File: src/rtl/instr_sequencer.sv
// instr_sequencer: owns the instruction register, flag register and T-state
// counter, and packs them into the 9-bit instin word for the control unit.
// Every output is a direct register field; no input reaches an output
// combinationally.
module instr_sequencer #(
    parameter int STEPS = 6
) (
    input  logic       clk,
    input  logic       reset,
    input  logic       pmode,
    input  logic [7:0] bus_in,
    input  logic       ir_load,
    input  logic       cf_in,
    input  logic       zf_in,
    input  logic       flag_load,
    input  logic       step_rst,
    input  logic       hlt,
    output logic [8:0] instin,
    output logic [3:0] ir_operand,
    output logic [2:0] step,
    output logic       halted
);

    // Run/halt state. The state is visible to checkers through the halted output.
    typedef enum logic {
        ST_RUN  = 1'b0,
        ST_HALT = 1'b1
    } state_t;

    localparam logic [2:0] LAST_STEP = 3'(STEPS - 1);

    state_t     state_q, state_d;
    logic [7:0] ir_q, ir_d;
    logic       cf_q, cf_d;
    logic       zf_q, zf_d;
    logic [2:0] step_q, step_d;

    // Next-state logic. Priority from highest to lowest:
    // pmode, halted, then (hlt, step_rst, advance).
    // The IR and flag loads act independently of the step update.
    always_comb begin
        state_d = state_q;
        ir_d    = ir_q;
        cf_d    = cf_q;
        zf_d    = zf_q;
        step_d  = step_q;

        if (pmode) begin
            // Programming mode parks the machine at step 0 with a cleared
            // opcode. The flags hold, and all loads are ignored.
            state_d = ST_RUN;
            step_d  = 3'd0;
            ir_d    = 8'd0;
        end else if (state_q == ST_RUN) begin
            if (ir_load) begin
                ir_d = bus_in;
            end
            if (flag_load) begin
                cf_d = cf_in;
                zf_d = zf_in;
            end
            if (hlt) begin
                // Halt takes priority over step_rst. The step holds.
                state_d = ST_HALT;
            end else if (step_rst) begin
                step_d = 3'd0;
            end else if (step_q == LAST_STEP) begin
                step_d = 3'd0;
            end else begin
                step_d = step_q + 3'd1;
            end
        end
        // In ST_HALT with no pmode, every register holds.
    end

    // State register with synchronous active-high reset.
    always_ff @(posedge clk) begin
        if (reset) begin
            state_q <= ST_RUN;
            ir_q    <= 8'd0;
            cf_q    <= 1'b0;
            zf_q    <= 1'b0;
            step_q  <= 3'd0;
        end else begin
            state_q <= state_d;
            ir_q    <= ir_d;
            cf_q    <= cf_d;
            zf_q    <= zf_d;
            step_q  <= step_d;
        end
    end

    // Outputs are taken straight from the register fields.
    always_comb begin
        instin     = {ir_q[7:4], cf_q, zf_q, step_q};
        ir_operand = ir_q[3:0];
        step       = step_q;
        halted     = (state_q == ST_HALT);
    end

endmodule
File: config.mk
export PLATFORM = sky130hd
export DESIGN_NAME = instr_sequencer
export DESIGN_NICKNAME = d
export VERILOG_FILES = /design/src/rtl/instr_sequencer.sv
export SDC_FILE = /design/constraint.sdc
export NUM_CORES = 1
export LEC_CHECK = 0
export BUFFER_PORTS_ARGS = -buffer_cell sky130_fd_sc_hd__buf_2
export CORE_MARGIN = 2
export CORE_UTILIZATION = 43
export DETAILED_ROUTE_END_ITERATION = 8
export PLACE_DENSITY_LB_ADDON = 0.25
export SYNTH_ARGS = -nofsm -noshare
export SYNTH_HDL_FRONTEND = slang
export SYNTH_SLANG_ARGS = --single-unit
File: constraint.sdc
create_clock -name clk -period 2.2 [get_ports clk]
set_clock_uncertainty 0.1 [all_clocks]
set_input_delay 0.22 -clock clk [delete_from_list [all_inputs] [get_ports clk]]
set_output_delay 0.22 -clock clk [all_outputs]
set_load 0.02 [all_outputs]
; After elaboration in Yosys (flattened, before gate mapping)
; Cells that the tools add are included.
[totals]
ff_bits = 14
in_bits = 17
out_inout_bits = 17
elab_cells = 18
[classes]
addsub = 1
eq_ne = 1
muxes = 4
bitwise = 3
n_reduce_logical = 4
[op_table]
columns = operator, count
row1 = two-way mux 3 bit, 2
row2 = AND reduction 2 bit, 2
row3 = adder 3 x 1 -> 3 bit (second input constant), 1
row4 = == test 3 bit (second input constant), 1
row5 = NOT 1 bit, 3
row6 = AND reduction 3 bit, 1
row7 = two-way mux 1 bit, 2
row8 = OR reduction 2 bit, 1

; Depth between registers and ports, before layout
; Gate-level depths: netlist of run 1.
[depth]
depth_word = 3
mapped_depth = 4
depth_no_buf = 3

; Worst setup path before layout of run 1
; Ideal clock, no wire load.
[synth_path]
kind = register to register
from = register state_q, in the netlist halted
to = register cf_q
setup_ps = 114
arrival_ps = 911
required_ps = 1986
path_slack_ps = 1074
stages_incl_launch_ff = 4
synth_period_minus_slack_ps = 1126
cell_sequence = dfxtp_1 -> nor3b_2 -> mux2i_1 -> nor2_1
[synth_via]
elab_chain_len = 2
[synth_rtl]
columns = element, line_no
row1 = start: declaration, 32  ; state_t state_q, state_d;
row2 = start signal: assignment, 85  ; state_q <= state_d;
row3 = NOT 1 bit (no source line), n/a
row4 = AND reduction 3 bit (no source line), n/a
row5 = end signal: assignment, 81  ; cf_q <= 1'b0;
row6 = end signal: assignment, 87  ; cf_q <= cf_d;
row7 = end: declaration, 34  ; logic cf_q, cf_d;
; Every way passes these cells.
; A chain may end at the register's enable or synchronous reset.

; Final worst setup path of run 1
[layout_path]
from = register state_q, in the netlist halted
to = register ir_q[2]
[layout_via]
elab_chain_len = 2
[layout_rtl]
columns = element, line_no
row1 = NOT 1 bit (no source line), n/a
row2 = AND reduction 2 bit (no source line), n/a
row3 = end signal: assignment, 86  ; ir_q <= ir_d;
row4 = end: declaration, 33  ; logic [7:0] ir_q, ir_d;
; Every way passes these cells.

==> key figures, run 1 <==
Die
  – Core box area: 1270 µm²
  – Die Area: 1650 µm²
  – Effective utilization at floorplan: 45.5%
  – Chip height: 40.6 µm
  – Cell row count: 13
  – Top-level port count: 34
  – Die boundary width: 40.6 µm

Synthesis
  – Post-synth design cell area: 577 µm²
  – Share of the synthesized netlist area taken by xor and xnor gates: 0%
  – Synth Area per Inst: 10.1 µm²
  – Largest family of logic cells by synthesized area: simple AND/OR/NAND/NOR gates
  – Seq/Total Area, Yosys: 48.6%
  – Netlist cell types: 15
  – Fraction of synthesized area in multiplexers: 19.1%
  – Compound-gate portion of the synthesized area: 3.47%
  – Flip-flop and latch count after synthesis: 14
  – Simple-Gate Fraction of Synth Area: 19.5%
  – YS warnings: 0
  – Post-Synthesis Net Count: 74
  – Post-synthesis cell count: 57
  – Post-synthesis adder-cell area fraction: 0%

STA
  – Final count of pins violating max slew: 0
  – Final setup viols: 0
  – Unrepaired setup endpoints after global routing: no
  – Post-route setup TNS: 0 ns
  – WHS: 0.0261 ns
  – Final Critical Period: 1.32 ns
  – Tightest slew margin relative to the limit: 66.8%
  – Highest clock rate: 0.756 GHz
  – Final Hold Fails: 0
  – Ratio of final minimum period to clock period: 60.1%
  – Slew at the pin closest to its max-slew limit: 0.496 ns

Routing
  – Total wire length after detailed routing: 1120 µm
  – Residual antenna-violating net count after detailed routing: 0
  – Via count: 484
  – Detailed Routing Iterations Pass 1: 4
  – Violation count after the first detailed-route iteration: 4
  – Number of remaining DRC errors: 0
  – Wirelength per Cell: 11.0 µm
  – Mean number of vias per cell: 4.75

Worst setup path
  – Data required time at the worst endpoint: 2.26 ns
  – Max incr delay on CP: 0.43 ns
  – Endpoint type of the worst setup path: flop
  – R2R setup slack: 0.88 ns
  – Worst Path Class, Setup: flop to flop
  – Cell at the slowest stage of the critical path: sky130_fd_sc_hd__nor2b_2
  – Worst flop-to-flop path startpoint: halted
  – Critical-path cell list: nor2b_2 > mux2i_1 > nor2_1
  – Arrival time of data at the critical path endpoint: 1.38 ns
  – Critical Path Start: halted
  – Worst Setup Start Kind: flop
  – Critical-path maximum fanout: 8

Clocking
  – Clock latency on the worst-skew pair: 0.28 ns
  – Cts repair resizes: 0
  – Cell chosen for the clock root: sky130_fd_sc_hd__clkbuf_4
  – Hold-fix buffers, CTS: 0
  – TritonCTS Sinks: 14
  – Clock Path Buffers: 2
  – Post-CTS setup repair buffer count: 0
  – Count of H-tree levels built during CTS: 1
  – Num CTS Buffers: 3
  – Clock-pin slew reported for the worst setup and hold paths after clock tree synthesis: 0.09 ns
  – Clock tree from TritonCTS: built

Power
  – Maximum vdd drop: 0.000477 V
  – P_leak: 0.377 nW
  – Power density of the placed cells: 697 nW/µm²

GRT
  – Remaining global-route overflow: 0
  – Via count of the first global-routing pass: 367
  – Pin count of the biggest net entering global routing: 13
  – Global-route wire length before repair: 1540 µm
  – GRT Util Overall: 15.2%
  – Initial antenna violation count: 0

Job
  – Maximum Capacitance Violations: 0

Status
  – Run status: completed

Cells and area
  – Area growth from synthesis to layout: 28.9%
  – Leading cell type in the layout, fill and taps excluded: sky130_fd_sc_hd__buf_2
  – Number of antenna diodes: 0
  – Fin cells: 102
  – Number of nets at the end of the flow: 105
  – Leading cell types in the layout, fill and taps excluded: sky130_fd_sc_hd__buf_2 (33), sky130_fd_sc_hd__dfxtp_1 (14), sky130_fd_sc_hd__nor2_1 (13), sky130_fd_sc_hd__mux2i_1 (11), sky130_fd_sc_hd__clkbuf_4 (3)
  – Share of final-layout standard cells stronger than drive strength 1: 46.0%
  – Post-layout utilization of the core: 58.6%

Worst hold path
  – Min-delay src: reset
  – Kind of path behind the tightest hold check: input port to flop

Placement
  – Placed instance count: 98
  – GPL Wtd Cong: 0.601
  – Detailed placement HPWL: 878 µm
  – Port bufs: 33
## per-stage QoR
step | setup slack (ns) | total power [W] | instance area, µm²
after global placement | 0.899 | 0.000338 | 707
after CTS | 0.866 | 0.000525 | 743
after detailed placement | 0.887 | 0.000339 | 707
final | 0.877 | 0.000518 | 743
after floorplan | 1.07 | 0.000318 | 577
after global routing | 0.789 | 0.000544 | 743
## report_power, final
part / leakage (nW) / internal, W / total, W / switching (W)
clock: 0.0210 / 0.000101 / 0.000186 / 0.0000849
combinational: 0.242 / 0.0000310 / 0.0000661 / 0.0000352
sequential: 0.114 / 0.000261 / 0.000266 / 0.00000517
## state kept, by name, indices dropped and copies added (netlist names)
signal	count
ir_q	8
step	3
cf_q	1
halted	1
zf_q	1
## routing by layer
metal / share of wire [%] / GRT usage, %
met1: 40 / 16.2
met2: 53 / 24.2
met3: 6.9 / 9.78
met4: 0 / 5.00
met5: 0 / 0
## cell usage after synthesis
cell type                  instances  area share (%)
sky130_fd_sc_hd__dfxtp_1          14              49
sky130_fd_sc_hd__nor2_1           13             8.5
sky130_fd_sc_hd__mux2i_1          11              19
sky130_fd_sc_hd__buf_4             5             6.5
sky130_fd_sc_hd__a21oi_1           2             1.7
sky130_fd_sc_hd__o21ai_0           2             1.7
sky130_fd_sc_hd__or2_1             2             2.2
sky130_fd_sc_hd__buf_2             1            0.87
sky130_fd_sc_hd__buf_6             1             2.0
sky130_fd_sc_hd__nand3_1           1            0.87
sky130_fd_sc_hd__nand4b_1          1             1.5
sky130_fd_sc_hd__nor2b_1           1             1.1
sky130_fd_sc_hd__nor2b_2           1             1.5
sky130_fd_sc_hd__nor3_2            1             1.7
sky130_fd_sc_hd__nor3b_2           1             2.2
## logic make-up after synthesis
logic type | Yosys count
and+or+nand+nor | 21
DFF | 14
muxes | 11
buffers and inverters | 7
AOI/OAI and AO/OA | 4
## worst paths after layout
check | to | cells past startpoint
min | zf_q | 2
max reg2reg | ir_q[2] | 3
max | ir_q[2] | 3
min reg2reg | ir_q[7] | 2
## critical path, delay by kind of cell (launching register included)
kind / cells / cell delay (ns)
AND/OR/NAND/NOR: 2 / 0.49
flip-flops: 1 / 0.37
multiplexers: 1 / 0.24
## layout make-up
class / instances / area, µm²
clock buffers: 4 / 36.3
fillers: 115 / 526
well taps: 15 / 18.8
multi-input cells: 36 / 243
repair buffers: 33 / 165
flip-flops and latches: 14 / 280
Power figures use the tool's default switching activity.
==> run 2, diff against run 1 <==
ABC_AREA = 1   (was unset)
CORE_ASPECT_RATIO = 1.2   (was unset)
CORE_UTILIZATION = 37   (was 43)
clock period = 1.2 ns   (was 2.2 ns; I/O delays follow)
==> run 2 against run 1 <==
Net effect: final cell count up 30%; worst setup slack worse by 0.76 ns; sequential share of layout area is 3.7 points lower; critical path depth down 2; the run now ends with hold timing left; non-clock buffer count up 6; first-iteration DRC count up 25%; hold slack lost 0.029 ns.
==> key figures, run 2 <==
Clocking
  – Cell chosen for the clock root: sky130_fd_sc_hd__clkbuf_4
  – Count of H-tree levels built during CTS: 1
  – Clock tree from TritonCTS: built
  – Post-CTS setup repair buffer count: 0
  – Clock latency on the worst-skew pair: 0.28 ns
  – Num CTS Buffers: 3
  – Clock Path Buffers: 2
  – TritonCTS Sinks: 14
  – Clock-pin slew reported for the worst setup and hold paths after clock tree synthesis: 0.09 ns

Synthesis
  – Number of flops mapped to enable cells by yosys: 0
  – Yosys top cell area share: 47.4%
  – Top FF cell, synth: sky130_fd_sc_hd__dfxtp_1
  – YS warnings: 0
  – Most frequent cells after synthesis: sky130_fd_sc_hd__nor2_1 (26), sky130_fd_sc_hd__dfxtp_1 (14), sky130_fd_sc_hd__nand2_1 (9)
  – Most common cell in the netlist: sky130_fd_sc_hd__nor2_1
  – Post-synth top area cell: sky130_fd_sc_hd__dfxtp_1
  – Post-Synthesis Net Count: 96
  – Seq/Total Area, Yosys: 47.4%
  – Flip-flop and latch count after synthesis: 14
  – Share of async-settable or async-resettable flops after synthesis: 0%
  – Largest cells by area after synthesis: sky130_fd_sc_hd__dfxtp_1 (47%), sky130_fd_sc_hd__nor2_1 (16%), sky130_fd_sc_hd__buf_4 (6.3%)
  – Netlist cell types: 16
  – Post-synthesis cell count: 79
  – Synth Area per Inst: 7.49 µm²
  – Post-synth design cell area: 592 µm²

STA
  – Unrepaired setup endpoints after global routing: no
  – Final Critical Period: 1.08 ns
  – Post-route setup TNS: 0 ns
  – Ratio of final minimum period to clock period: 90.3%
  – Final count of pins violating max slew: 0
  – WHS: -0.00318 ns
  – Final Hold Fails: 1
  – Slew at the pin closest to its max-slew limit: 0.258 ns
  – Final setup viols: 0
  – Highest clock rate: 0.923 GHz
  – Tightest slew margin relative to the limit: 82.8%

Die
  – Chip height: 47.8 µm
  – Die Area: 1940 µm²
  – Effective utilization at floorplan: 40.4%
  – Cell row count: 15
  – Die boundary width: 40.5 µm
  – Top-level port count: 34
  – Core box area: 1460 µm²

GRT
  – Remaining global-route overflow: 0
  – Global-route wire length before repair: 1750 µm
  – Via count of the first global-routing pass: 465
  – GRT Util Overall: 13.6%
  – Pin count of the biggest net entering global routing: 14
  – Initial antenna violation count: 0

Power
  – Flop pwr share: 49.6%
  – Gate power share: 16.1%
  – Cell internal pwr: 0.000738 W
  – Power density of the placed cells: 1210 nW/µm²
  – Maximum vdd drop: 0.000715 V
  – P_leak: 0.443 nW
  – Net Sw Power: 0.000259 W
  – Clk network pwr share: 34.3%
  – Sw Share: 26.0%

Cells and area
  – Largest reg by FF count: ir_q
  – Max reg flops: 8
  – Leading cell type in the layout, fill and taps excluded: sky130_fd_sc_hd__buf_2
  – Leading cell types in the layout, fill and taps excluded: sky130_fd_sc_hd__buf_2 (33), sky130_fd_sc_hd__nor2_1 (26), sky130_fd_sc_hd__dfxtp_1 (14), sky130_fd_sc_hd__nand2_1 (9), sky130_fd_sc_hd__o21ai_0 (6)
  – Number of antenna diodes: 0
  – Area growth from synthesis to layout: 39.1%
  – Share of final-layout standard cells stronger than drive strength 1: 35.3%
  – Number of nets at the end of the flow: 134

Job
  – Maximum Capacitance Violations: 0

Worst setup path
  – Max incr delay on CP: 0.40 ns
  – Critical-path cell list: buf_2
  – Critical-path maximum fanout: 5
  – Worst Path Class, Setup: flop to output pin
  – Arrival time of data at the critical path endpoint: 0.86 ns
  – Endpoint type of the worst setup path: output pin
  – Category of cells accounting for the largest share of critical-path delay: flip-flops
  – Count of buffer and inverter cells on the critical path: 1
  – Cell at the slowest stage of the critical path: sky130_fd_sc_hd__dfxtp_1
  – Worst Setup Start Kind: flop
  – Data required time at the worst endpoint: 0.98 ns

Placement
  – Port bufs: 33
  – GPL Wtd Cong: 0.740
  – Detailed placement HPWL: 881 µm

Routing
  – Via count: 562
  – Residual antenna-violating net count after detailed routing: 0
  – Detailed Routing Iterations Pass 1: 4
  – Total wire length after detailed routing: 1200 µm
  – Number of remaining DRC errors: 0
  – Mean number of vias per cell: 4.23
  – Violation count after the first detailed-route iteration: 5
  – Wirelength per Cell: 9.02 µm

Status
  – Failing checks: hold timing
  – Run status: complete, but fails checks

Worst hold path
  – Kind of path behind the tightest hold check: input port to flop
-- run 2: timing repair --
action	4_1_cts	5_1_grt
resized for setup	0	0
endpoints found under the hold margin	5	0
hold buffers	5	0
setup endpoints to repair	0	0
-- run 2: power groups by stage --
stage,Clock [W],Sequential (W),Combinational (W)
global route,0.000365,0.000498,0.000182
global placement,0,0.000505,0.000149
CTS,0.000342,0.000495,0.000162
finish,0.000342,0.000494,0.000161
detailed placement,0,0.000506,0.000149
floorplan,0,0.000524,0.0000794
-- run 2: layout make-up --
type | instances | area [µm²]
repair buffers | 39 | 223
multi-input cells | 53 | 240
flip-flops and latches | 14 | 280
clock buffers | 4 | 36.3
inverters | 6 | 22.5
fillers | 150 | 641
well taps | 17 | 21.3
-- run 2: tightest hold or removal path, delay by kind of cell --
kind,cells,cell delay (ns)
buffers and inverters,1,0.08
AOI/OAI and AO/OA,1,0.07
and+or+nand+nor,1,0.08
-- run 2: path summary, 6_finish.rpt --
check | start | end | slack, ns | depth (start not counted)
setup reg to reg | halted | ir_q[6] | 0.19 | 5
hold / removal | bus_in[3] | ir_q[3] | -0.003 | 3
setup / recovery | step[1] | step[1] | 0.12 | 1
hold reg to reg | zf_q | zf_q | 0.38 | 2
-- run 2: layer usage --
layer  global-route usage, %  routed length (µm)
met3                    3.26                 112
met1                    17.3                 565
met4                    8.00                  12
met2                    20.6                 508
met5                       0                   0
-- run 2: kinds of logic after synthesis --
kind of cell / count (synthesis) / synth area share (%)
simple gates: 43 / 32.1
buf+inv: 12 / 12.1
flops: 14 / 47.4
compound gates: 10 / 8.46
-- run 2: stage by stage --
stage                     instances  setup slack [ns]  area [µm²]  util, %  total power [W]
after floorplan                  79             0.120         592        -         0.000604
after global placement          124             0.221         737     50.3         0.000654
after detailed placement        124             0.199         737     50.3         0.000655
after CTS                       133             0.116         823     56.2         0.000999
after global routing            133            0.0657         823     56.2          0.00104
final                           133             0.116         823     56.2         0.000997
==> run 3, diff against run 2 <==
SETUP_SLACK_MARGIN = 0.5   (was unset)
==> run 3 against run 2 <==
Net effect: the flow still finishes with violations (hold timing); register-to-register slack gained 0.04 ns; clock-buffer cell count is the same; maximum frequency grew 7.1%; critical path depth is the same; sequential share of layout area shrank 2.5 points; non-clock buffer count shrank 2; core utilization grew 11 points; first-iteration DRC count grew 40%.
==> key figures, run 3 (same netlist as run 2, synthesis figures left out) <==
Status
  – Run status: complete, but fails checks
  – Failing checks: hold timing

Worst hold path
  – Min-delay src: bus_in[3]
  – Kind of path behind the tightest hold check: input port to flop
  – Worst Hold Path Cells: 3

Clocking
  – Clock tree from TritonCTS: built
  – Clock latency on the worst-skew pair: 0.26 ns
  – Clock-pin slew reported for the worst setup and hold paths after clock tree synthesis: 0.08 ns
  – Num CTS Buffers: 3
  – Cell chosen for the clock root: sky130_fd_sc_hd__clkbuf_4
  – Clock Path Buffers: 2
  – TritonCTS Sinks: 14
  – Count of H-tree levels built during CTS: 1

Routing
  – Total wire length after detailed routing: 1370 µm
  – Residual antenna-violating net count after detailed routing: 0
  – Detailed Routing Iterations Pass 1: 4
  – Wirelength per Cell: 10.4 µm
  – Violation count after the first detailed-route iteration: 7
  – Mean number of vias per cell: 4.64
  – Number of remaining DRC errors: 0
  – Via count: 612

GRT
  – GRT Util Overall: 14.2%
  – Remaining global-route overflow: 0
  – Initial antenna violation count: 0
  – Via count of the first global-routing pass: 480
  – Pin count of the biggest net entering global routing: 14
  – Global-route wire length before repair: 1870 µm

Cells and area
  – Leading cell types in the layout, fill and taps excluded: sky130_fd_sc_hd__nor2_1 (18), sky130_fd_sc_hd__buf_6 (17), sky130_fd_sc_hd__buf_2 (16), sky130_fd_sc_hd__dfxtp_2 (10), sky130_fd_sc_hd__nand2_1 (8)
  – Largest reg by FF count: ir_q
  – Post-layout utilization of the core: 66.8%
  – Number of antenna diodes: 0
  – Fin cells: 132
  – Max reg flops: 8
  – Leading cell type in the layout, fill and taps excluded: sky130_fd_sc_hd__nor2_1
  – Number of nets at the end of the flow: 133
  – Area growth from synthesis to layout: 65.1%
  – Share of final-layout standard cells stronger than drive strength 1: 62.6%
  – Count of fill cells added during filler insertion: 132

Worst setup path
  – Max incr delay on CP: 0.40 ns
  – Data required time at the worst endpoint: 0.98 ns
  – Critical path depth: 1
  – Worst Setup Start Kind: flop
  – Worst flop-to-flop path startpoint: halted
  – Critical-path cell list: buf_6
  – Critical-path maximum fanout: 5
  – Category of cells accounting for the largest share of critical-path delay: flip-flops
  – Count of buffer and inverter cells on the critical path: 1
  – Reg2Reg Depth: 5
  – Worst Path Class, Setup: flop to output pin
  – Critical Path Start: halted
  – Endpoint type of the worst setup path: output pin
  – Cell at the slowest stage of the critical path: sky130_fd_sc_hd__dfxtp_4
  – Arrival time of data at the critical path endpoint: 0.79 ns

Die
  – Die boundary width: 40.5 µm
  – Die Area: 1940 µm²
  – Chip height: 47.8 µm
  – Effective utilization at floorplan: 40.4%
  – Top-level port count: 34
  – Cell row count: 15
  – Core box area: 1460 µm²

STA
  – Slew at the pin closest to its max-slew limit: 0.297 ns
  – WHS: -0.0170 ns
  – Highest clock rate: 0.988 GHz
  – Final Critical Period: 1.01 ns
  – Unrepaired setup endpoints after global routing: yes
  – Final Hold Fails: 4
  – Ratio of final minimum period to clock period: 84.3%
  – Post-route setup TNS: 0 ns
  – Final setup viols: 0
  – Tightest slew margin relative to the limit: 80.2%
  – Final count of pins violating max slew: 0

Power
  – Maximum vdd drop: 0.000589 V
  – Final Total Pwr: 0.000967 W
  – Power density of the placed cells: 990 nW/µm²
  – P_leak: 0.460 nW

Placement
  – Detailed placement HPWL: 968 µm
  – Placed instance count: 123
  – GPL Wtd Cong: 0.804
  – Port bufs: 33

Job
  – Maximum Capacitance Violations: 0
==> run 3: where the power goes <==
part,internal (W),total [W],switching [W],leakage (nW)
sequential,0.000481,0.000499,0.0000182,0.122
combinational,0.0000956,0.000201,0.000106,0.324
clock,0.000128,0.000267,0.000138,0.0150
total,0.000705,0.000967,0.000262,0.460
==> run 3: timing repair <==
| item | in CTS | in global routing |
|---|---|---|
| pin swaps | 1 | 2 |
| setup endpoints to repair | 31 | 31 |
| buffers inserted | 2 | 2 |
| gates cloned | 1 | 0 |
| hold endpoints to repair | 3 | 1 |
| gates resized for setup | 45 | 11 |
==> run 3: path summary, 6_finish.rpt <==
check / slack [ns] / to
worst max register to register: 0.23 / ir_q[6]
worst max-delay path: 0.19 / halted
worst min register to register: 0.39 / cf_q
worst min-delay path: -0.02 / ir_q[3]
==> run 3: layer usage <==
metal,up-vias,global-route usage [%],wire (µm)
met5,-,0,0
met4,0,6.00,6
met3,2,2.79,74
met2,18,24.1,711
met1,270,17.2,574
li1,322,-,-
==> run 3: stage by stage <==
step,setup WS (ns),instance area [µm²]
6_report,0.188,977
5_1_grt,0.159,977
4_1_cts,0.179,937
3_5_place_dp,0.207,772
3_3_place_gp,0.248,772
2_1_floorplan,0.277,646
==> run 3: layout make-up <==
| cell class | count | area (µm²) | area share [%] |
|---|---|---|---|
| Clock buffer | 4 | 26.3 | 2.69 |
| Multi-Input combinational cell | 54 | 293 | 30.0 |
| Tap cell | 17 | 21.3 | 2.18 |
| Timing Repair Buffer | 37 | 302 | 30.9 |
| Sequential cell | 14 | 308 | 31.5 |
| Inverter | 6 | 27.5 | 2.82 |
